**src/rtl/uc_secuencial_if.sv**
```systemverilog
// Control bundle between the sequencing unit and the CPU datapath.
// master = control unit (drives strobes/selects), slave = datapath side.
interface uc_secuencial_if;
  logic       run;
  logic [5:0] opcode;
  logic       z;
  logic       pc_we;
  logic       s_inc;
  logic       selectorMuxSaltoR;
  logic       s_inm;
  logic       we3;
  logic       wez;
  logic [2:0] op_alu;
  logic       guardarMemoriaDatos;
  logic       selectorMuxDireccionMemoriaDatos;
  logic       activarPilaSubRutinas;
  logic       pushPilaSubRutinas;
  logic       selectorMuxPilaSubRutinas;
  logic       activarPilaDatos;
  logic       pushPilaDatos;
  logic       selectorMuxPilaDatos;
  logic       halted;
  logic [1:0] error_code;

  modport master (
    input  run, opcode, z,
    output pc_we, s_inc, selectorMuxSaltoR, s_inm, we3, wez, op_alu,
           guardarMemoriaDatos, selectorMuxDireccionMemoriaDatos,
           activarPilaSubRutinas, pushPilaSubRutinas, selectorMuxPilaSubRutinas,
           activarPilaDatos, pushPilaDatos, selectorMuxPilaDatos,
           halted, error_code
  );

  modport slave (
    output run, opcode, z,
    input  pc_we, s_inc, selectorMuxSaltoR, s_inm, we3, wez, op_alu,
           guardarMemoriaDatos, selectorMuxDireccionMemoriaDatos,
           activarPilaSubRutinas, pushPilaSubRutinas, selectorMuxPilaSubRutinas,
           activarPilaDatos, pushPilaDatos, selectorMuxPilaDatos,
           halted, error_code
  );
endinterface

```
**src/rtl/uc_secuencial.sv**
```systemverilog
// Sequencing control unit: decodes opcode/z into datapath strobes, tracks stack
// depths, stretches LD/POP into a write-back cycle and freezes on HALT or fault.
module uc_secuencial #(
  parameter int SUB_DEPTH  = 8,
  parameter int DATA_DEPTH = 16
) (
  input logic              clk,
  input logic              reset,
  uc_secuencial_if.master  bus
);
  localparam int SUB_W  = $clog2(SUB_DEPTH + 1);
  localparam int DATA_W = $clog2(DATA_DEPTH + 1);
  localparam logic [SUB_W-1:0]  SUB_MAX  = SUB_W'(SUB_DEPTH);
  localparam logic [DATA_W-1:0] DATA_MAX = DATA_W'(DATA_DEPTH);
  localparam logic [SUB_W-1:0]  SUB_ONE  = SUB_W'(1);
  localparam logic [DATA_W-1:0] DATA_ONE = DATA_W'(1);

  typedef enum logic [2:0] {S_INIT, S_RUN, S_WB, S_HALT, S_ERR} state_t;

  state_t              state_reg, state_next;
  logic [SUB_W-1:0]    sub_depth_reg, sub_depth_next;
  logic [DATA_W-1:0]   data_depth_reg, data_depth_next;
  logic [1:0]          err_reg, err_next;

  logic       pc_we, s_inc, salto_r, s_inm, we3, wez;
  logic [2:0] op_alu;
  logic       mem_we, mem_addr_sel;
  logic       sub_act, sub_push, sub_sel;
  logic       dat_act, dat_push, dat_sel;
  logic       fault;
  logic [1:0] fault_code;

  always_ff @(posedge clk or negedge reset) begin
    if (!reset) begin
      state_reg      <= S_INIT;
      sub_depth_reg  <= '0;
      data_depth_reg <= '0;
      err_reg        <= 2'b00;
    end else begin
      state_reg      <= state_next;
      sub_depth_reg  <= sub_depth_next;
      data_depth_reg <= data_depth_next;
      err_reg        <= err_next;
    end
  end

  always_comb begin
    state_next      = state_reg;
    sub_depth_next  = sub_depth_reg;
    data_depth_next = data_depth_reg;
    err_next        = err_reg;
    pc_we        = 1'b0;
    s_inc        = 1'b1;
    salto_r      = 1'b0;
    s_inm        = 1'b0;
    we3          = 1'b0;
    wez          = 1'b0;
    op_alu       = 3'b000;
    mem_we       = 1'b0;
    mem_addr_sel = 1'b0;
    sub_act      = 1'b0;
    sub_push     = 1'b0;
    sub_sel      = 1'b0;
    dat_act      = 1'b0;
    dat_push     = 1'b0;
    dat_sel      = 1'b0;
    fault        = 1'b0;
    fault_code   = 2'b00;

    case (state_reg)
      S_INIT: begin
        if (bus.run) state_next = S_RUN;
      end
      S_RUN: begin
        if (bus.run) begin
          pc_we = 1'b1;
          casez (bus.opcode)
            6'b0?????: begin
              op_alu = bus.opcode[4:2];
              we3    = 1'b1;
              wez    = 1'b1;
            end
            6'b1000??: begin
              s_inm = 1'b1;
              we3   = 1'b1;
            end
            6'b10010?: begin
              mem_addr_sel = 1'b1;
              pc_we        = 1'b0;
              state_next   = S_WB;
            end
            6'b1010??: mem_we = 1'b1;
            6'b110000: s_inc = 1'b0;
            6'b110001: s_inc = ~bus.z;
            6'b110010: s_inc = bus.z;
            6'b110011: salto_r = 1'b1;
            6'b110100: begin
              if (sub_depth_reg == SUB_MAX) begin
                fault      = 1'b1;
                fault_code = 2'b01;
              end else begin
                sub_act        = 1'b1;
                sub_push       = 1'b1;
                s_inc          = 1'b0;
                sub_depth_next = sub_depth_reg + SUB_ONE;
              end
            end
            6'b110101: begin
              if (sub_depth_reg == '0) begin
                fault      = 1'b1;
                fault_code = 2'b10;
              end else begin
                sub_act        = 1'b1;
                sub_sel        = 1'b1;
                sub_depth_next = sub_depth_reg - SUB_ONE;
              end
            end
            6'b1110??: begin
              if (data_depth_reg == DATA_MAX) begin
                fault      = 1'b1;
                fault_code = 2'b11;
              end else begin
                dat_act         = 1'b1;
                dat_push        = 1'b1;
                data_depth_next = data_depth_reg + DATA_ONE;
              end
            end
            6'b111100: begin
              if (data_depth_reg == '0) begin
                fault      = 1'b1;
                fault_code = 2'b11;
              end else begin
                dat_act         = 1'b1;
                dat_sel         = 1'b1;
                pc_we           = 1'b0;
                state_next      = S_WB;
                data_depth_next = data_depth_reg - DATA_ONE;
              end
            end
            6'b111111: begin
              pc_we      = 1'b0;
              state_next = S_HALT;
            end
            default: ;
          endcase
          // A faulting instruction only ever set pc_we, so dropping it leaves idle outputs.
          if (fault) begin
            pc_we      = 1'b0;
            err_next   = fault_code;
            state_next = S_ERR;
          end
        end
      end
      S_WB: begin
        if (bus.run) begin
          we3        = 1'b1;
          pc_we      = 1'b1;
          state_next = S_RUN;
        end
      end
      default: ;
    endcase
  end

  assign bus.pc_we                            = pc_we;
  assign bus.s_inc                            = s_inc;
  assign bus.selectorMuxSaltoR                = salto_r;
  assign bus.s_inm                            = s_inm;
  assign bus.we3                              = we3;
  assign bus.wez                              = wez;
  assign bus.op_alu                           = op_alu;
  assign bus.guardarMemoriaDatos              = mem_we;
  assign bus.selectorMuxDireccionMemoriaDatos = mem_addr_sel;
  assign bus.activarPilaSubRutinas            = sub_act;
  assign bus.pushPilaSubRutinas               = sub_push;
  assign bus.selectorMuxPilaSubRutinas        = sub_sel;
  assign bus.activarPilaDatos                 = dat_act;
  assign bus.pushPilaDatos                    = dat_push;
  assign bus.selectorMuxPilaDatos             = dat_sel;
  assign bus.halted                           = (state_reg == S_HALT) || (state_reg == S_ERR);
  assign bus.error_code                       = err_reg;
endmodule
```
**src/flat_wrapper.sv**
```systemverilog
// flat-port wrapper written by rule: the top's interface ports become plain ports
module uc_secuencial_flat 
#(
  parameter int SUB_DEPTH  = 8,
  parameter int DATA_DEPTH = 16
)
  (clk, reset, bus_run, bus_opcode, bus_z, bus_pc_we, bus_s_inc, bus_selectorMuxSaltoR, bus_s_inm, bus_we3, bus_wez, bus_op_alu, bus_guardarMemoriaDatos, bus_selectorMuxDireccionMemoriaDatos, bus_activarPilaSubRutinas, bus_pushPilaSubRutinas, bus_selectorMuxPilaSubRutinas, bus_activarPilaDatos, bus_pushPilaDatos, bus_selectorMuxPilaDatos, bus_halted, bus_error_code);
  uc_secuencial_if bus_i ();
  input logic clk;
  input logic reset;
  input wire logic [$bits(bus_i.run)-1:0] bus_run;
  input wire logic [$bits(bus_i.opcode)-1:0] bus_opcode;
  input wire logic [$bits(bus_i.z)-1:0] bus_z;
  output wire logic [$bits(bus_i.pc_we)-1:0] bus_pc_we;
  output wire logic [$bits(bus_i.s_inc)-1:0] bus_s_inc;
  output wire logic [$bits(bus_i.selectorMuxSaltoR)-1:0] bus_selectorMuxSaltoR;
  output wire logic [$bits(bus_i.s_inm)-1:0] bus_s_inm;
  output wire logic [$bits(bus_i.we3)-1:0] bus_we3;
  output wire logic [$bits(bus_i.wez)-1:0] bus_wez;
  output wire logic [$bits(bus_i.op_alu)-1:0] bus_op_alu;
  output wire logic [$bits(bus_i.guardarMemoriaDatos)-1:0] bus_guardarMemoriaDatos;
  output wire logic [$bits(bus_i.selectorMuxDireccionMemoriaDatos)-1:0] bus_selectorMuxDireccionMemoriaDatos;
  output wire logic [$bits(bus_i.activarPilaSubRutinas)-1:0] bus_activarPilaSubRutinas;
  output wire logic [$bits(bus_i.pushPilaSubRutinas)-1:0] bus_pushPilaSubRutinas;
  output wire logic [$bits(bus_i.selectorMuxPilaSubRutinas)-1:0] bus_selectorMuxPilaSubRutinas;
  output wire logic [$bits(bus_i.activarPilaDatos)-1:0] bus_activarPilaDatos;
  output wire logic [$bits(bus_i.pushPilaDatos)-1:0] bus_pushPilaDatos;
  output wire logic [$bits(bus_i.selectorMuxPilaDatos)-1:0] bus_selectorMuxPilaDatos;
  output wire logic [$bits(bus_i.halted)-1:0] bus_halted;
  output wire logic [$bits(bus_i.error_code)-1:0] bus_error_code;
  assign bus_i.run = bus_run;
  assign bus_i.opcode = bus_opcode;
  assign bus_i.z = bus_z;
  assign bus_pc_we = bus_i.pc_we;
  assign bus_s_inc = bus_i.s_inc;
  assign bus_selectorMuxSaltoR = bus_i.selectorMuxSaltoR;
  assign bus_s_inm = bus_i.s_inm;
  assign bus_we3 = bus_i.we3;
  assign bus_wez = bus_i.wez;
  assign bus_op_alu = bus_i.op_alu;
  assign bus_guardarMemoriaDatos = bus_i.guardarMemoriaDatos;
  assign bus_selectorMuxDireccionMemoriaDatos = bus_i.selectorMuxDireccionMemoriaDatos;
  assign bus_activarPilaSubRutinas = bus_i.activarPilaSubRutinas;
  assign bus_pushPilaSubRutinas = bus_i.pushPilaSubRutinas;
  assign bus_selectorMuxPilaSubRutinas = bus_i.selectorMuxPilaSubRutinas;
  assign bus_activarPilaDatos = bus_i.activarPilaDatos;
  assign bus_pushPilaDatos = bus_i.pushPilaDatos;
  assign bus_selectorMuxPilaDatos = bus_i.selectorMuxPilaDatos;
  assign bus_halted = bus_i.halted;
  assign bus_error_code = bus_i.error_code;
  uc_secuencial #(.SUB_DEPTH(SUB_DEPTH), .DATA_DEPTH(DATA_DEPTH)) u_core (.clk(clk), .reset(reset), .bus(bus_i));
endmodule
```
**config.mk**
```make
export PLATFORM = sky130hd
export DESIGN_NAME = uc_secuencial_flat
export DESIGN_NICKNAME = d
export VERILOG_FILES = /design/src/rtl/uc_secuencial_if.sv /design/src/rtl/uc_secuencial.sv /design/src/flat_wrapper.sv
export SDC_FILE = /design/constraint.sdc
export NUM_CORES = 1
export LEC_CHECK = 0
export ABC_AREA = 0
export CAP_MARGIN = 20
export CORE_UTILIZATION = 40
export DETAILED_ROUTE_END_ITERATION = 12
export PLACE_DENSITY = 0.67
export SLEW_MARGIN = 20
export SYNTH_ARGS = -nofsm -noshare
export SYNTH_HDL_FRONTEND = slang
export SYNTH_SLANG_ARGS = --single-unit
```
**constraint.sdc**
```tcl
create_clock -name clk -period 2.53 [get_ports clk]
set_input_delay 0.506 -clock clk [delete_from_list [all_inputs] [get_ports clk]]
set_output_delay 0.506 -clock clk [all_outputs]
set_load 0.02 [all_outputs]
```
Word-level counts from Yosys, hierarchy flattened
Index checks and enable logic that the tools add are counted.
Storage, ports and cells
  latch bits: 0
  register bits after elaboration: 14
  ROM bits: 0
  memories kept: 0
  memory bits (writable): 0
Cells by class
  multiply operators: 0
  order comparisons: 0
  reduce and logical (&&, ||, !) cells: 14
  eq/ne operators: 26
  shifts and indexed selects: 0
  divide/modulo/power cells: 0
  bitwise logic cells: 2
  muxes and demuxes: 75
  $add $sub $neg: 4
Operator list (number)
  1-bit two-way mux: 49
  6-bit equality test, second input constant: 8
  3-bit two-way mux: 7
  4-bit equality test, second input constant: 4
  5-bit AND reduction: 3
  5-bit equality test, second input constant: 2
  5-bit two-way mux: 2
  2-bit != test, second input constant: 5
  1-bit one-hot mux with 2 select lines: 5
  5-bit one-hot mux with 2 select lines: 1
  3-bit one-hot mux with 3 select lines: 1
  4-bit two-way mux: 2
  1-bit one-hot mux with 4 select lines: 2
  2-bit one-hot mux with 4 select lines: 1
  4-bit one-hot mux with 2 select lines: 1
  3-bit by 2-bit equality test with 1-bit output, second input constant: 2
  2-bit two-way mux: 3
  3-bit one-hot mux with 2 select lines: 1
  2-bit nonzero test: 3
  2-bit OR reduction: 3
  5-bit by 1-bit adder with 5-bit output, second input constant: 1
  5-bit logical NOT: 1
  5-bit by 4-bit != test with 1-bit output, second input constant: 1
  5-bit by 1-bit subtractor with 5-bit output, second input constant: 1
  11 further kinds: 12

Depth between registers and ports, before layout
  word-level depth: 8
  mapped depth: 10
  mapped depth without buffers: 10

Least setup slack after synthesis
No wires, ideal clock.
  kind: input port to output port
  start point: in bus_run
  end point: out bus_we3
  stages: 5
  slack: 26 ps
  arrival: 1998 ps
  cell sequence: nor2b_1 -> nand2b_1 -> buf_2 -> nor4_1 -> a21o_1
On the way
  cells in the longest elaborated chain, start to end: 2
  elaborated cells between the ends (all ways): 3
Ends and longest elaborated chain
  start: declaration: line flat_wrapper.sv:11  | input wire logic [$bits(bus_i.run)-1:0] bus_run;
  1-bit two-way mux (on tied branches): line uc_secuencial.sv:155, uc_secuencial.sv:75
  1-bit one-hot mux with 2 select lines *: line uc_secuencial.sv:70  | case (state_reg)
  end: declaration: line flat_wrapper.sv:18  | output wire logic [$bits(bus_i.we3)-1:0] bus_we3;
Mark *: on every way between the ends. The rest lies on a longest branch, timed or not.

Worst setup path in the final report
  start point: reg u_core.data_depth_reg[0]
  end point: out bus_pc_we
On the way
  cells in the longest elaborated chain, start to end: 8
  elaborated cells between the ends (all ways): 11
Ends and longest elaborated chain
  start: declaration: line uc_secuencial.sv:22  | logic [DATA_W-1:0] data_depth_reg, data_depth_next;
  start signal: assignment: line uc_secuencial.sv:42  | data_depth_reg <= data_depth_next;
  5-bit equality test or 5-bit logical NOT (tied branches): line uc_secuencial.sv:119, uc_secuencial.sv:129
  1-bit two-way mux (on tied branches): line uc_secuencial.sv:119, uc_secuencial.sv:129
  1-bit one-hot mux with 4 select lines: line uc_secuencial.sv:77  | casez (bus.opcode)
  1-bit two-way mux: line uc_secuencial.sv:75  | if (bus.run) begin
  1-bit two-way mux: line uc_secuencial.sv:70
  1-bit two-way mux *: line uc_secuencial.sv:147  | if (fault) begin
  1-bit two-way mux *: line uc_secuencial.sv:75
  1-bit one-hot mux with 2 select lines *: line uc_secuencial.sv:70
  end: declaration: line flat_wrapper.sv:14  | output wire logic [$bits(bus_i.pc_we)-1:0] bus_pc_we;
Mark *: on every way between the ends. The rest lies on a longest branch, timed or not. The select of a mux whose other input is x is not followed.

==> run_results.csv <==
group,metric,value,unit
placement,dp_hpwl,2740,um
critical_path,crit_path_max_fanout,2,
routing,dr_total_vias,1310,
critical_path,cp.required,2020,ps
power_and_ir_drop,powerDensity,251,nW/um^2
critical_path,crit_buf_inv,1,
placement,place.gp.congestion,0.828,
floorplan,core.rowCount,19,
grt,grt_pass1_vias,1343,
power_and_ir_drop,ir_drop,0.263,mV
timing,timing.final.crit_share,99.9,%
routing,drt_pass1_iterations,8,
floorplan,io_pins,30,
synth,yosys.area.top_type,"dfrtp_1",
finish,final_cell_area,1950,sq um
timing,slew_viol_final,0,
synth,async_flop_share,100,%
placement,portBuffers,29,
timing,finalHoldViolCount,0,
synth,synth-main-ff-cell,"dfrtp_1",
grt,grt_pass1_wl,6220,um
routing,finalWirelength,3630,um
grt,overflow,0,
floorplan,fp.dieH,56.7,um
cts,clkLatencyLatePin,300,ps
grt,grt_max_degree,15,
finish,largest_reg_flops,5,
critical_path,start_kind,"register",
synth,ys_seq_area_share,29.2,%
cts,clk_pin_slew,100,ps
cts,cts_made_buffers,3,
power_and_ir_drop,p_leak,0.984,nW
floorplan,fp.dieW,56.7,um
synth,syn_area,1200,sq um
timing,fin_hold_ws,536,ps
synth,synth-edff-count,0,
routing,drc_errors,2,
grt,grtUsageTotal,24.8,%
timing,min_period,2530,ps
synth,ys_warn_count,0,
flow_run,cap_violations,0,
timing,maxSlewHeadroom,55.1,%
hold_path,hold_depth,1,
finish,layout-drive-gt1-share,44.4,%
finish,finalCoreUtilization,69.6,%
critical_path,r2r_start,"u_core.state_reg[1]",
synth,synthCells,134,
synth,syn_area_per_cell,8.95,sq um
floorplan,initial_utilization,42.7,%
synth,ys_ff_latch,14,
critical_path,criticalPathCategory,"reg2out",
critical_path,rrSetupSlack,690,ps
hold_path,worstHoldStart,"u_core.bus.error_code[0]",
hold_path,min_to,"u_core.bus.error_code[0]",
timing,rsz0062_at_grt,"true",
cts,htreeDepth,1,
finish,area_growth,62.8,%
critical_path,slowest_delay,560,ps
floorplan,core,2810,sq um
critical_path,cp-end-kind,"output port",
critical_path,r2r_end,"u_core.data_depth_reg[1]",
timing,worst_pin_slew,672,ps
outcome,status,"finished, violations left",
routing,antenna_left,0,
placement,place_area,1830,sq um
synth,synth_top_area_share,29.2,%
cts,cts_root_buf,"clkbuf_4",
outcome,violations,"design-rule violations",
hold_path,hp-class,"reg2reg",
floorplan,die_area,3220,sq um
finish,n_antenna_cell,0,
synth,ys_types,46,
critical_path,reg2regPathDepth,6,
routing,drt_first_iter_violations,37,
timing,clock.fmax,0.396,GHz
timing,setup_viol,0,
finish,nets,223,
cts,clk_path_buf_depth,2,
critical_path,path_cells,"or4_4, o2111ai_4, nand3_2, nand2b_4, a21boi_2, buf_4",
grt,antenna_found_initial,0,
critical_path,crit_family,"simple AND/OR/NAND/NOR gates",
synth,syn-num-nets,151,
cts,cts_tree,"built",
timing,finClkSkew,3.51,ps
routing,wl_per_cell,15.4,um
cts,clock_sinks,14,
routing,via_per_inst,5.55,
critical_path,cp.arrival,2020,ps
critical_path,slowest_stage,"or4_4",
synth,ys_top_cells_by_area,"dfrtp_1, ha_1, xnor2_1",
timing,tns,0,ps
synthesized netlist by cell type (5+ instances only):
cell / count
nand2_1: 8
a21oi_1: 7
ha_1: 5
nor2_1: 8
nor3_1: 5
dfrtp_1: 14
a21o_1: 5
nand2b_1: 6
and2_1: 5
xnor2_1: 6
nand3_1: 6
cells in the final DEF (no fill, tap or decap), types with 5 or more instances in the layout:
cell	count
dfrtp_1	14
buf_2	7
ha_1	5
nand2_1	8
and2_1	5
nand2b_1	5
nor2_1	6
dlygate4sd2_1	6
nor3_1	5
clkdlybuf4s50_1	5
a21o_1	5
xnor2_1	6
buf_4	48
worst max path at each step:
stage	from	to	slack (ps)	depth (start not counted)
after floorplan	bus_run	bus_we3	30	5
after global placement	bus_opcode[3]	bus_pushPilaSubRutinas	-530	5
after detailed placement	bus_run	bus_activarPilaDatos	-600	7
after CTS	bus_opcode[4]	bus_s_inc	-150	6
after global routing	u_core.data_depth_reg[0]	bus_pc_we	-50	6
final	u_core.data_depth_reg[0]	bus_pc_we	3	6
worst reg2reg max path, stage by stage, from the launching register on:
cell and delay, ps:
dfrtp_1 450, nor4bb_4 290, buf_4 150, buf_4 140
nand2_2 70, a221oi_4 300, mux2_4 340
layer usage:
layer / part of all wire, % / GRT usage [%] / vias up
met4: 1.8 / 6.97 / 0
met3: 4.0 / 3.69 / 9
met2: 53 / 45.7 / 35
met5: 0 / 0 / -
li1: - / - / 632
met1: 41 / 29.7 / 634
power breakdown:
| group | internal, mW | switching (mW) | total (mW) |
|---|---|---|---|
| registers | 0.226 | 0.00225 | 0.228 |
| logic | 0.0417 | 0.0448 | 0.0865 |
| clock network | 0.0878 | 0.0884 | 0.176 |
logic make-up (layout without fill, tap and decap cells):
kind of cell             count (synthesis)  after routing  synth area share, %
AO/OA/AOI/OAI                           31             31                 19.2
XOR/XNOR                                10             10                 7.31
adder cells (fa/ha/maj)                  7              7                 8.56
buffers and inverters                   12             83                 4.28
flip-flops                              14             14                 29.2
multiplexers                             3              3                 3.44
AND/OR/NAND/NOR                         57             57                 28.0
repair_timing:
| item | in CTS | in global routing |
|---|---|---|
| gates resized for setup | 79 | 14 |
| hold buffers | 0 | 0 |
| endpoints found under the hold margin | 0 | 0 |
| pin swaps | 5 | 8 |
| setup buffers | 0 | 1 |
| endpoints found under the setup margin | 19 | 15 |
per-stage QoR:
step                worst slack (ps)  std cells  total power [mW]
floorplan                       26.5        134             0.260
CTS                             -151        235             0.487
detailed placement              -599        231             0.310
global placement                -530        231             0.308
global route                   -54.3        236             0.509
finish                          2.60        236             0.491
final cells by class:
cell class                      count  area (sq um)
Clock buffer                        4          36.3
Fill cell                         236           853
Inverter                            4          15.0
Multi-Input combinational cell    108           918
Sequential cell                    14           350
Tap cell                           31          38.8
Timing Repair Buffer               75           593
(Power assumes the default switching activity.)
